### src/rtl/key_matrix_scan_if.sv
// Signal bundle between the 4x4 key matrix scanner and the board:
// column drive and row sense, plus the debounced key result.
interface key_matrix_scan_if;
    logic [3:0] key_row;
    logic [3:0] key_col;
    logic [3:0] key_value;
    logic       key_flag;
    logic       key_valid;

    modport master (
        input  key_row,
        output key_col,
        output key_value,
        output key_flag,
        output key_valid
    );

    modport slave (
        output key_row,
        input  key_col,
        input  key_value,
        input  key_flag,
        input  key_valid
    );
endinterface

### src/rtl/key_matrix_scan.sv
// 4x4 active-low key matrix scanner. It builds a 16-bit frame, one column per slot,
// debounces whole frames, and reports the confirmed key code with a one-cycle strobe.
module key_matrix_scan #(
    parameter logic [24:0] SCAN_TIME    = 25'd50_000,
    parameter logic [7:0]  DEBOUNCE_CNT = 8'd20
) (
    input  logic              clk,
    input  logic              rst,
    key_matrix_scan_if.master kb
);

    localparam logic [1:0] IDLE     = 2'd0;
    localparam logic [1:0] PRESS_DB = 2'd1;
    localparam logic [1:0] HOLD     = 2'd2;
    localparam logic [1:0] REL_DB   = 2'd3;

    logic [3:0]  row_meta;
    logic [3:0]  row_sync;
    logic [24:0] scan_cnt;
    logic [1:0]  col;
    logic [1:0]  col_next;
    logic        slot_end;
    logic [15:0] frame;
    logic        frame_done;
    logic [1:0]  state;
    logic [15:0] cand;
    logic [7:0]  cnt;
    logic [3:0]  low_idx;
    logic [3:0]  low_code;

    assign slot_end = (scan_cnt == SCAN_TIME - 25'd1);
    assign col_next = slot_end ? col + 2'd1 : col;

    // Rows idle high through the pull-ups, so the synchronizer resets to "nothing pressed".
    always_ff @(posedge clk or posedge rst) begin
        if (rst) begin
            row_meta <= 4'hF;
            row_sync <= 4'hF;
        end else begin
            // NOTE: non-blocking so each flop samples the previous stage's old value.
            row_meta <= kb.key_row;
            row_sync <= row_meta;
        end
    end

    always_ff @(posedge clk or posedge rst) begin
        if (rst) begin
            scan_cnt   <= '0;
            col        <= 2'd0;
            kb.key_col <= 4'b1110;
            frame      <= '0;
            frame_done <= 1'b0;
        end else begin
            scan_cnt   <= slot_end ? 25'd0 : scan_cnt + 25'd1;
            col        <= col_next;
            kb.key_col <= ~(4'b0001 << col_next);
            frame_done <= slot_end && (col == 2'd3);
            // Sampling at the end of the slot gives the row lines the whole slot to settle.
            if (slot_end)
                frame[{col, 2'b00} +: 4] <= ~row_sync;
        end
    end

    // Lowest set frame bit wins; bit index is col*4+row, the reported code is row*4+col.
    always_comb begin
        // NOTE: default first so every path assigns low_idx and no latch is inferred.
        low_idx = 4'd0;
        for (int i = 15; i >= 0; i--)
            if (frame[i]) low_idx = 4'(i);
        low_code = {low_idx[1:0], low_idx[3:2]};
    end

    always_ff @(posedge clk or posedge rst) begin
        if (rst) begin
            state        <= IDLE;
            cand         <= '0;
            cnt          <= '0;
            kb.key_value <= 4'd0;
            kb.key_flag  <= 1'b0;
            kb.key_valid <= 1'b0;
        end else begin
            kb.key_flag <= 1'b0;
            if (frame_done) begin
                case (state)
                    IDLE: begin
                        if (frame != 16'd0) begin
                            cand <= frame;
                            cnt  <= 8'd1;
                            if (DEBOUNCE_CNT == 8'd1) begin
                                state        <= HOLD;
                                kb.key_value <= low_code;
                                kb.key_valid <= 1'b1;
                                kb.key_flag  <= 1'b1;
                            end else begin
                                state <= PRESS_DB;
                            end
                        end
                    end
                    PRESS_DB: begin
                        if (frame == 16'd0) begin
                            state <= IDLE;
                            cnt   <= 8'd0;
                        end else if (frame == cand) begin
                            cnt <= cnt + 8'd1;
                            if (cnt + 8'd1 >= DEBOUNCE_CNT) begin
                                state        <= HOLD;
                                kb.key_value <= low_code;
                                kb.key_valid <= 1'b1;
                                kb.key_flag  <= 1'b1;
                            end
                        end else begin
                            cand <= frame;
                            cnt  <= 8'd1;
                        end
                    end
                    HOLD: begin
                        if (frame == 16'd0) begin
                            cnt <= 8'd1;
                            if (DEBOUNCE_CNT == 8'd1) begin
                                state        <= IDLE;
                                kb.key_valid <= 1'b0;
                            end else begin
                                state <= REL_DB;
                            end
                        end
                    end
                    default: begin // REL_DB
                        if (frame == 16'd0) begin
                            cnt <= cnt + 8'd1;
                            if (cnt + 8'd1 >= DEBOUNCE_CNT) begin
                                state        <= IDLE;
                                cnt          <= 8'd0;
                                kb.key_valid <= 1'b0;
                            end
                        end else begin
                            // A short release glitch: back to the held key, no new strobe.
                            state <= HOLD;
                        end
                    end
                endcase
            end
        end
    end

endmodule
### src/flat_wrapper.sv
// flat-port wrapper written by rule: the top's interface ports become plain ports
module key_matrix_scan_flat 
#(
    parameter logic [24:0] SCAN_TIME    = 25'd50_000,
    parameter logic [7:0]  DEBOUNCE_CNT = 8'd20
)
  (clk, rst, kb_key_row, kb_key_col, kb_key_value, kb_key_flag, kb_key_valid);
  key_matrix_scan_if kb_i ();
  input  logic clk;
  input  logic rst;
  input wire logic [$bits(kb_i.key_row)-1:0] kb_key_row;
  output wire logic [$bits(kb_i.key_col)-1:0] kb_key_col;
  output wire logic [$bits(kb_i.key_value)-1:0] kb_key_value;
  output wire logic [$bits(kb_i.key_flag)-1:0] kb_key_flag;
  output wire logic [$bits(kb_i.key_valid)-1:0] kb_key_valid;
  assign kb_i.key_row = kb_key_row;
  assign kb_key_col = kb_i.key_col;
  assign kb_key_value = kb_i.key_value;
  assign kb_key_flag = kb_i.key_flag;
  assign kb_key_valid = kb_i.key_valid;
  key_matrix_scan #(.SCAN_TIME(SCAN_TIME), .DEBOUNCE_CNT(DEBOUNCE_CNT)) u_core (.clk(clk), .rst(rst), .kb(kb_i));
endmodule
### config.mk
export PLATFORM = sky130hd
export DESIGN_NAME = key_matrix_scan_flat
export DESIGN_NICKNAME = d
export VERILOG_FILES = /design/src/rtl/key_matrix_scan_if.sv /design/src/rtl/key_matrix_scan.sv /design/src/flat_wrapper.sv
export SDC_FILE = /design/constraint.sdc
export NUM_CORES = 1
export LEC_CHECK = 0
export ABC_AREA = 1
export CORE_MARGIN = 2
export CORE_UTILIZATION = 60
export DETAILED_ROUTE_END_ITERATION = 16
export GPL_TIMING_DRIVEN = 0
export PLACE_DENSITY = 0.78
export SETUP_SLACK_MARGIN = 0.3
export SLEW_MARGIN = 20
export SYNTH_ARGS = -nofsm -noshare
export SYNTH_HDL_FRONTEND = slang
export SYNTH_SLANG_ARGS = --single-unit
### constraint.sdc
create_clock -name clk -period 3.95 [get_ports clk]
set_clock_uncertainty 0.15 [all_clocks]
set_input_delay 0.79 -clock clk [delete_from_list [all_inputs] [get_ports clk]]
set_output_delay 0.79 -clock clk [all_outputs]
set_load 0.1 [all_outputs]
==> metrics, run 1 <==
WL per Instance 12.7 um; number of H-tree levels 3; Seq/Total Area, Yosys 49.7%; Resized cells post-CTS 0; number of enable flip-flop cells after synthesis 0; P_sw 339 uW; Leak 0.00245 uW; Seq pwr share 60.5%; clk sinks 88; antenna cells 0; Routed Antenna Nets 0; final std cells w/o fill 655; CP startpoint u_core.kb.key_col[3]$_DFF_PP1_; count of cell types in the netlist 44; Row Count 31; synthesized area 4460 sq um; Post-DP HPWL 6220 um; die span in y 90.2 um; Overflow after GRT 0; YS warnings 0; DR iter-0 viols 217; first-pass GRT wire length 14,800 um; Vias 3,437; largest net degree at the start of global routing 60; Clock Pin Slew Worst Setup and Hold Paths 0.08 ns; crit-path max FO 1; Hold WS 0.207 ns; Buffers & Inverters on Critical Path 1; critical path endpoint category output pin; critical path's largest stage delay 1.12 ns; Worst-Margin Slew 0.967 ns; CTS Buf Count 9; global placement routability congestion 0.884; vias in the first global route 3,389; RSZ-0062 raised after global routing no; TritonRoute pass-1 iters 4; kind of cell adding the most delay to the critical path buffers and inverters; Hold Vio Cnt, Final 0; clk_lat worst skew 0.35 ns; Final setup violation count 0; Sw Ratio 22.5%; register area 2220 sq um; max-cap violation count 0; postcts setup bufs 0; Tot GR Track Use 22.3%; share of layout cells above drive strength 1 14.2%; Nets 565; critical path, cell by cell clkdlybuf4s50_1; Layout area overhead 10.9%; async set or reset register ratio after synthesis 100%; fin crit period 2.94 ns; Pint 1160 uW; Post-synth top flop dfrtp_1; CTS Hold Bufs 0; Placed Cells 639; period utilization 74.4%; R2R Path Start u_core.col[0]$_DFF_PP0_; HP Start u_core.row_meta[0]$_DFF_PP1_; Syn Nets 538; Worst VDD drop 190 uV; FMAX 0.340 GHz; Comb pwr share 1.9%; startpoint types register; initial core utilization 61.8%; outcome complete, no violations; final WL 8300 um; Critical Setup Path Class reg2out; IO Pins 16; total core area 7210 sq um; Residual DRC 0; post-synthesis average cell area 8.51 sq um; CTS Buffer Depth 2; Clk Tree Root Cell clkbuf_8; clock share of power 37.6%; CTS tree done; number of fill cells in the layout 595; initial antenna violation count 0; crit path DAT 2.00 ns; PwrDens 304 nW/um^2; die width 90.2 um; fin. max-slew vios 0; relative slew slack 35.4%; die area 8140 sq um; Crit path required time 3.01 ns; routed vias/inst 5.25; port bufs 15; area of the multi-input gates 1910 sq um; Syn Inst Count 524; worst hold path type reg2reg; post-synthesis register bit count 88; CP max stage cell clkdlybuf4s50_1
[logic make-up (layout without fill, tap and decap cells)]
| family | count (synthesis) | in the layout | synth area share, % |
|---|---|---|---|
| adder cells (fa/ha/maj) | 8 | 8 | 2.24 |
| XOR/XNOR | 27 | 27 | 5.30 |
| AND/OR/NAND/NOR | 251 | 251 | 27.2 |
| flip-flops | 88 | 88 | 49.7 |
| buffers and inverters | 83 | 115 | 7.41 |
| AO/OA/AOI/OAI | 67 | 67 | 8.16 |
[metrics by stage]
| step | power [uW] | area [sq um] | utilization, % | worst slack [ns] | TNS, ns |
|---|---|---|---|---|---|
| 3_3_place_gp | 952 | 4730 | 65.6 | -0.532 | -40.52 |
| 3_5_place_dp | 957 | 4760 | 66.0 | 1.38 | 0 |
| 2_1_floorplan | 942 | 4460 | - | 0.750 | 0 |
| 6_report | 1500 | 4940 | 68.5 | 1.01 | 0 |
| 4_1_cts | 1520 | 4940 | 68.5 | 0.982 | 0 |
| 5_1_grt | 1560 | 4940 | 68.5 | 0.968 | 0 |
[synthesized netlist by cell type (2+ instances only)]
| cell | instances | area, sq um |
|---|---|---|
| ha_1 | 8 | 100 |
| nor3_1 | 11 | 55.1 |
| o21ai_1 | 42 | 210 |
| dfstp_2 | 11 | 289 |
| a21oi_1 | 5 | 25.0 |
| nor4_1 | 4 | 25.0 |
| xnor2_1 | 12 | 105 |
| nand2_2 | 11 | 68.8 |
| nand2_1 | 116 | 435 |
| o21ai_0 | 9 | 45.0 |
| nor2_1 | 35 | 131 |
| inv_2 | 11 | 41.3 |
| nand4_1 | 8 | 50.1 |
| buf_2 | 4 | 20.0 |
| nand3b_1 | 2 | 15.0 |
| or2_1 | 3 | 18.8 |
| inv_1 | 64 | 240 |
| nor3_4 | 2 | 32.5 |
| xor2_1 | 15 | 131 |
| dfrtp_1 | 77 | 1930 |
| nand3_2 | 2 | 20.0 |
| nor3_2 | 3 | 30.0 |
| nor2_2 | 6 | 37.5 |
| nand3_1 | 40 | 200 |
| o211ai_1 | 2 | 15.0 |
| a31oi_1 | 3 | 18.8 |
[path summary, 6_finish.rpt]
| path | slack (ns) | to | cells past startpoint |
|---|---|---|---|
| max | 1.01 | kb_key_col[3] | 1 |
| min | 0.21 | u_core.row_sync[0]$_DFF_PP1_ | 0 |
| max reg2reg | 1.74 | u_core.frame[11]$_DFFE_PP0P_ | 7 |
| min reg2reg | 0.21 | u_core.row_sync[0]$_DFF_PP1_ | 0 |
| max in group asynchronous | 2.36 | u_core.row_meta[3]$_DFF_PP1_ | 3 |
| min in group asynchronous | 0.63 | u_core.cand[7]$_DFFE_PP0P_ | 2 |
[power groups by stage]
stage	clock network, uW	registers, uW	logic [uW]
after floorplan	0	926	15.4
after global placement	0	927	25.7
after detailed placement	0	927	30.1
after CTS	585	909	30.1
after global routing	617	910	33.9
final	565	909	28.4
[state kept, by name, summed over array words and instances (netlist names), named ones only]
register             count
u_core.frame            16
u_core.state             1
u_core.col               2
u_core.kb.key_col        4
u_core.row_meta          4
u_core.cnt               8
u_core.scan_cnt         25
u_core.kb.key_flag       1
u_core.kb.key_value      4
u_core.kb.key_valid      1
u_core.row_sync          4
u_core.cand             16
u_core.frame_done        1
[cells in the final DEF, fill, tap and decap left out, types with 2 or more instances in the layout]
master	count
or2_1	3
o21ai_1	42
ha_1	8
dfstp_2	11
nand3_2	2
nand4_1	8
clkinvlp_4	2
nor3_4	2
nor2_1	35
nor3_1	11
buf_2	4
inv_1	63
a21oi_1	5
nand2_2	11
clkinv_2	3
o21ai_0	9
inv_6	2
nor2_2	6
nand3b_1	2
nand2_1	116
nand3_1	40
nor3_2	3
clkbuf_8	10
a31oi_1	3
xor2_1	15
dfrtp_1	77
o211ai_1	2
nor4_1	4
inv_2	11
xnor2_1	12
clkdlybuf4s50_1	15
[layer usage]
metal	GRT usage, %	wire length (um)
met1	28.1	3720
met2	38.1	4140
met3	3.02	248
met5	0	0
met4	10.5	197
[cell type report]
class / instances / share of cell area [%]
Clock buffer: 10 / 2.78
Timing Repair Buffer: 16 / 3.59
Tap cell: 99 / 2.51
Inverter: 77 / 6.02
Buffer: 6 / 0.709
Sequential cell: 88 / 44.8
Multi-Input combinational cell: 353 / 38.7
Clock inverter: 6 / 0.860
No activity file was read; power rests on OpenSTA's default activity.
==> run 2, diff against run 1 <==
--- a/config.mk
+++ b/config.mk
@@ -7,10 +7,10 @@
 export LEC_CHECK = 0
 export ABC_AREA = 1
 export CORE_MARGIN = 2
-export CORE_UTILIZATION = 60
+export CORE_UTILIZATION = 55
 export DETAILED_ROUTE_END_ITERATION = 16
 export GPL_TIMING_DRIVEN = 0
-export PLACE_DENSITY = 0.78
+export PLACE_DENSITY = 0.76
 export SETUP_SLACK_MARGIN = 0.3
 export SLEW_MARGIN = 20
 export SYNTH_ARGS = -nofsm -noshare
==> constraint.sdc (replaced) <==
create_clock -name clk -period 2.4 [get_ports clk]
set_clock_uncertainty 0.15 [all_clocks]
set_input_delay 0.48 -clock clk [delete_from_list [all_inputs] [get_ports clk]]
set_output_delay 0.48 -clock clk [all_outputs]
set_load 0.1 [all_outputs]
==> run 2 against run 1 <==
Compared with the run above: sequential share of layout area fell by 2.8 points; largest cell class unchanged; largest power group unchanged; critical path type unchanged; sequential power rose by 65%; cell count rose by 3.8%.
==> metrics, run 2 (synthesis results as in run 1) <==
outcome complete, no violations; Final Instance Area 5290 sq um (+7.0%); met2 WL post-DR 4700 um (+13%); routed vias/inst 5.30 (+1.1%); largest net degree at the start of global routing 33 (-45%); Hold Vio Cnt, Final 0 (unchanged); Worst VDD drop 392 uV (+110%); CP max stage cell clkdlybuf4s15_2; Overflow after GRT 0 (unchanged); die span in y 94.1 um (+4.3%); hold depth 0 (unchanged); share of layout cells above drive strength 1 23.9% (+9.7 points); total core area 7810 sq um (+8.2%); antenna cells 0 (unchanged); max FFs per register 25 (unchanged); Tot GR Track Use 22.5% (+0.27 points); wl on met1 4010 um (+7.8%); CTS Buf Count 9 (unchanged); Reg with most FFs u_core.scan_cnt; fin. max-slew vios 0 (unchanged); global placement routability congestion 0.817 (-7.6%); initial antenna violation count 0 (unchanged); capturing point of the worst reg2reg path u_core.cnt[1]$_DFFE_PP0P_; Critical Setup Path Class reg2out; Clock Pin Slew Worst Setup and Hold Paths 0.09 ns (about the same); critical path, cell by cell clkdlybuf4s15_2; most frequent cells in the layout nand2_1 (114), dfrtp_1 (71), inv_1 (58); placed cell area 4780 sq um (+0.37%); Crit. path cell count 1 (unchanged); Largest regs u_core.scan_cnt: 25 flops, u_core.cand: 16 flops, u_core.frame: 16 flops; IO Pins 16 (unchanged); number of H-tree levels 3 (unchanged); WL per Instance 13.6 um (+7.6%); TritonRoute pass-1 iters 5 (+1); clk sinks 88 (unchanged); DR iter-0 viols 207 (-4.6%); Vias 3,607 (+4.9%); FMAX 0.484 GHz; Final Core Density 67.8% (-0.77 points); critical path's largest stage delay 0.55 ns (-0.57 ns); clk_lat worst skew 0.36 ns (about the same); Nets 587 (+3.9%); setup TNS 0 ns (unchanged); DR WL met3 360 um (+45%); Buffers & Inverters on Critical Path 1 (unchanged); die width 94.1 um (+4.3%); R2R cell count 10 (+3); crit-path max FO 1 (unchanged); kind of cell adding the most delay to the critical path buffers and inverters; fin crit period 2.07 ns; Clk Tree Root Cell clkbuf_8; number of fill cells in the layout 610 (+2.5%); Leak 0.00262 uW (+6.6%); Highest Signal Layer met4; final worst setup slack 0.333 ns (-0.679 ns); vias in the first global route 3,452 (+1.9%); RSZ-0062 raised after global routing yes; Residual DRC 0 (unchanged); HP Start u_core.row_meta[2]$_DFF_PP1_; Routed Antenna Nets 0 (unchanged); port bufs 15 (unchanged); area of the multi-input gates 2030 sq um (+6.2%); worst hold path type reg2reg; PwrDens 482 nW/um^2 (+59%); Place WS 0.139 ns (-1.24 ns); CTS Hold Bufs 0 (unchanged); startpoint types register; CTS tree done; Layout area overhead 18.6%; internal reg-to-reg setup slack 0.37 ns (-1.37 ns); Final setup violation count 0 (unchanged); crit path DAT 1.44 ns (-0.56 ns); hold path endpoint u_core.row_sync[2]$_DFF_PP1_; period utilization 86.1%; Worst-Margin Slew 0.609 ns (-0.358 ns); relative slew slack 59.3% (+24 points); CTS Buffer Depth 2 (unchanged); final WL 9280 um (+12%); commonest non-fill, non-tap cell in the layout nand2_1; Post-DP HPWL 6400 um (+2.9%); R2R Path Start u_core.frame[8]$_DFFE_PP0P_; max-cap violation count 0 (unchanged); first-pass GRT wire length 15,700 um (+6.1%); Crit path required time 1.77 ns (-1.24 ns); initial core utilization 57.1% (-4.7 points); register area 2220 sq um (+0.34%); Row Count 32 (+3.2%); critical path endpoint category output pin; die area 8850 sq um (+8.7%)
-- run 2: power by group --
group	internal (uW)	switching (uW)
combinational	15.7	33.4
clock	486	517
sequential	1490	2.60
total	2000	553
-- run 2: worst register-to-register path: cells and delay by family, from the launching register on --
family	cells	cell delay, ns
buffers and inverters	4	0.50
AND/OR/NAND/NOR	6	0.84
flip-flops	1	0.43
-- run 2: what timing repair did --
action,CTS,global route
cloned,0,0
gates resized for setup,31,51
setup buffers,2,19
endpoints found under the setup margin,20,63
pin swaps,1,14
-- run 2: final cells by class --
type,count,area share (%)
Inverter,77,5.68
Timing Repair Buffer,38,6.81
Tap cell,102,2.41
Buffer,6,1.09
Multi-Input combinational cell,353,38.4
Sequential cell,88,42.0
Clock buffer,12,2.55
Clock inverter,4,1.02
-- run 2: worst max-delay path by stage --
stage / start / endpoint / slack (ns)
floorplan: u_core.cnt[0]$_DFFE_PP0P_ / u_core.cnt[6]$_DFFE_PP0P_ / 0.52
global placement: rst / u_core.state[0]$_DFFE_PP0P_ / -0.17
detailed placement: u_core.kb.key_col[2]$_DFF_PP1_ / kb_key_col[2] / 0.14
CTS: u_core.cnt[0]$_DFFE_PP0P_ / u_core.cnt[4]$_DFFE_PP0P_ / 0.31
global route: u_core.frame[8]$_DFFE_PP0P_ / u_core.cnt[4]$_DFFE_PP0P_ / 0.24
finish: u_core.kb.key_col[2]$_DFF_PP1_ / kb_key_col[2] / 0.33
-- run 2: stage by stage --
step                instances  total power [uW]  hold slack, ns
floorplan                 524              1550           0.195
global placement          641              1570           0.196
detailed placement        643              1580           0.198
CTS                       661              2580           0.211
global route              680              2650           0.217
finish                    680              2550           0.210
-- run 2: layer usage --
layer,track usage [%],vias to the layer above
met5,0,-
met4,8.82,0
met3,3.85,22
met2,37.6,84
met1,29.3,1725
li1,-,1776
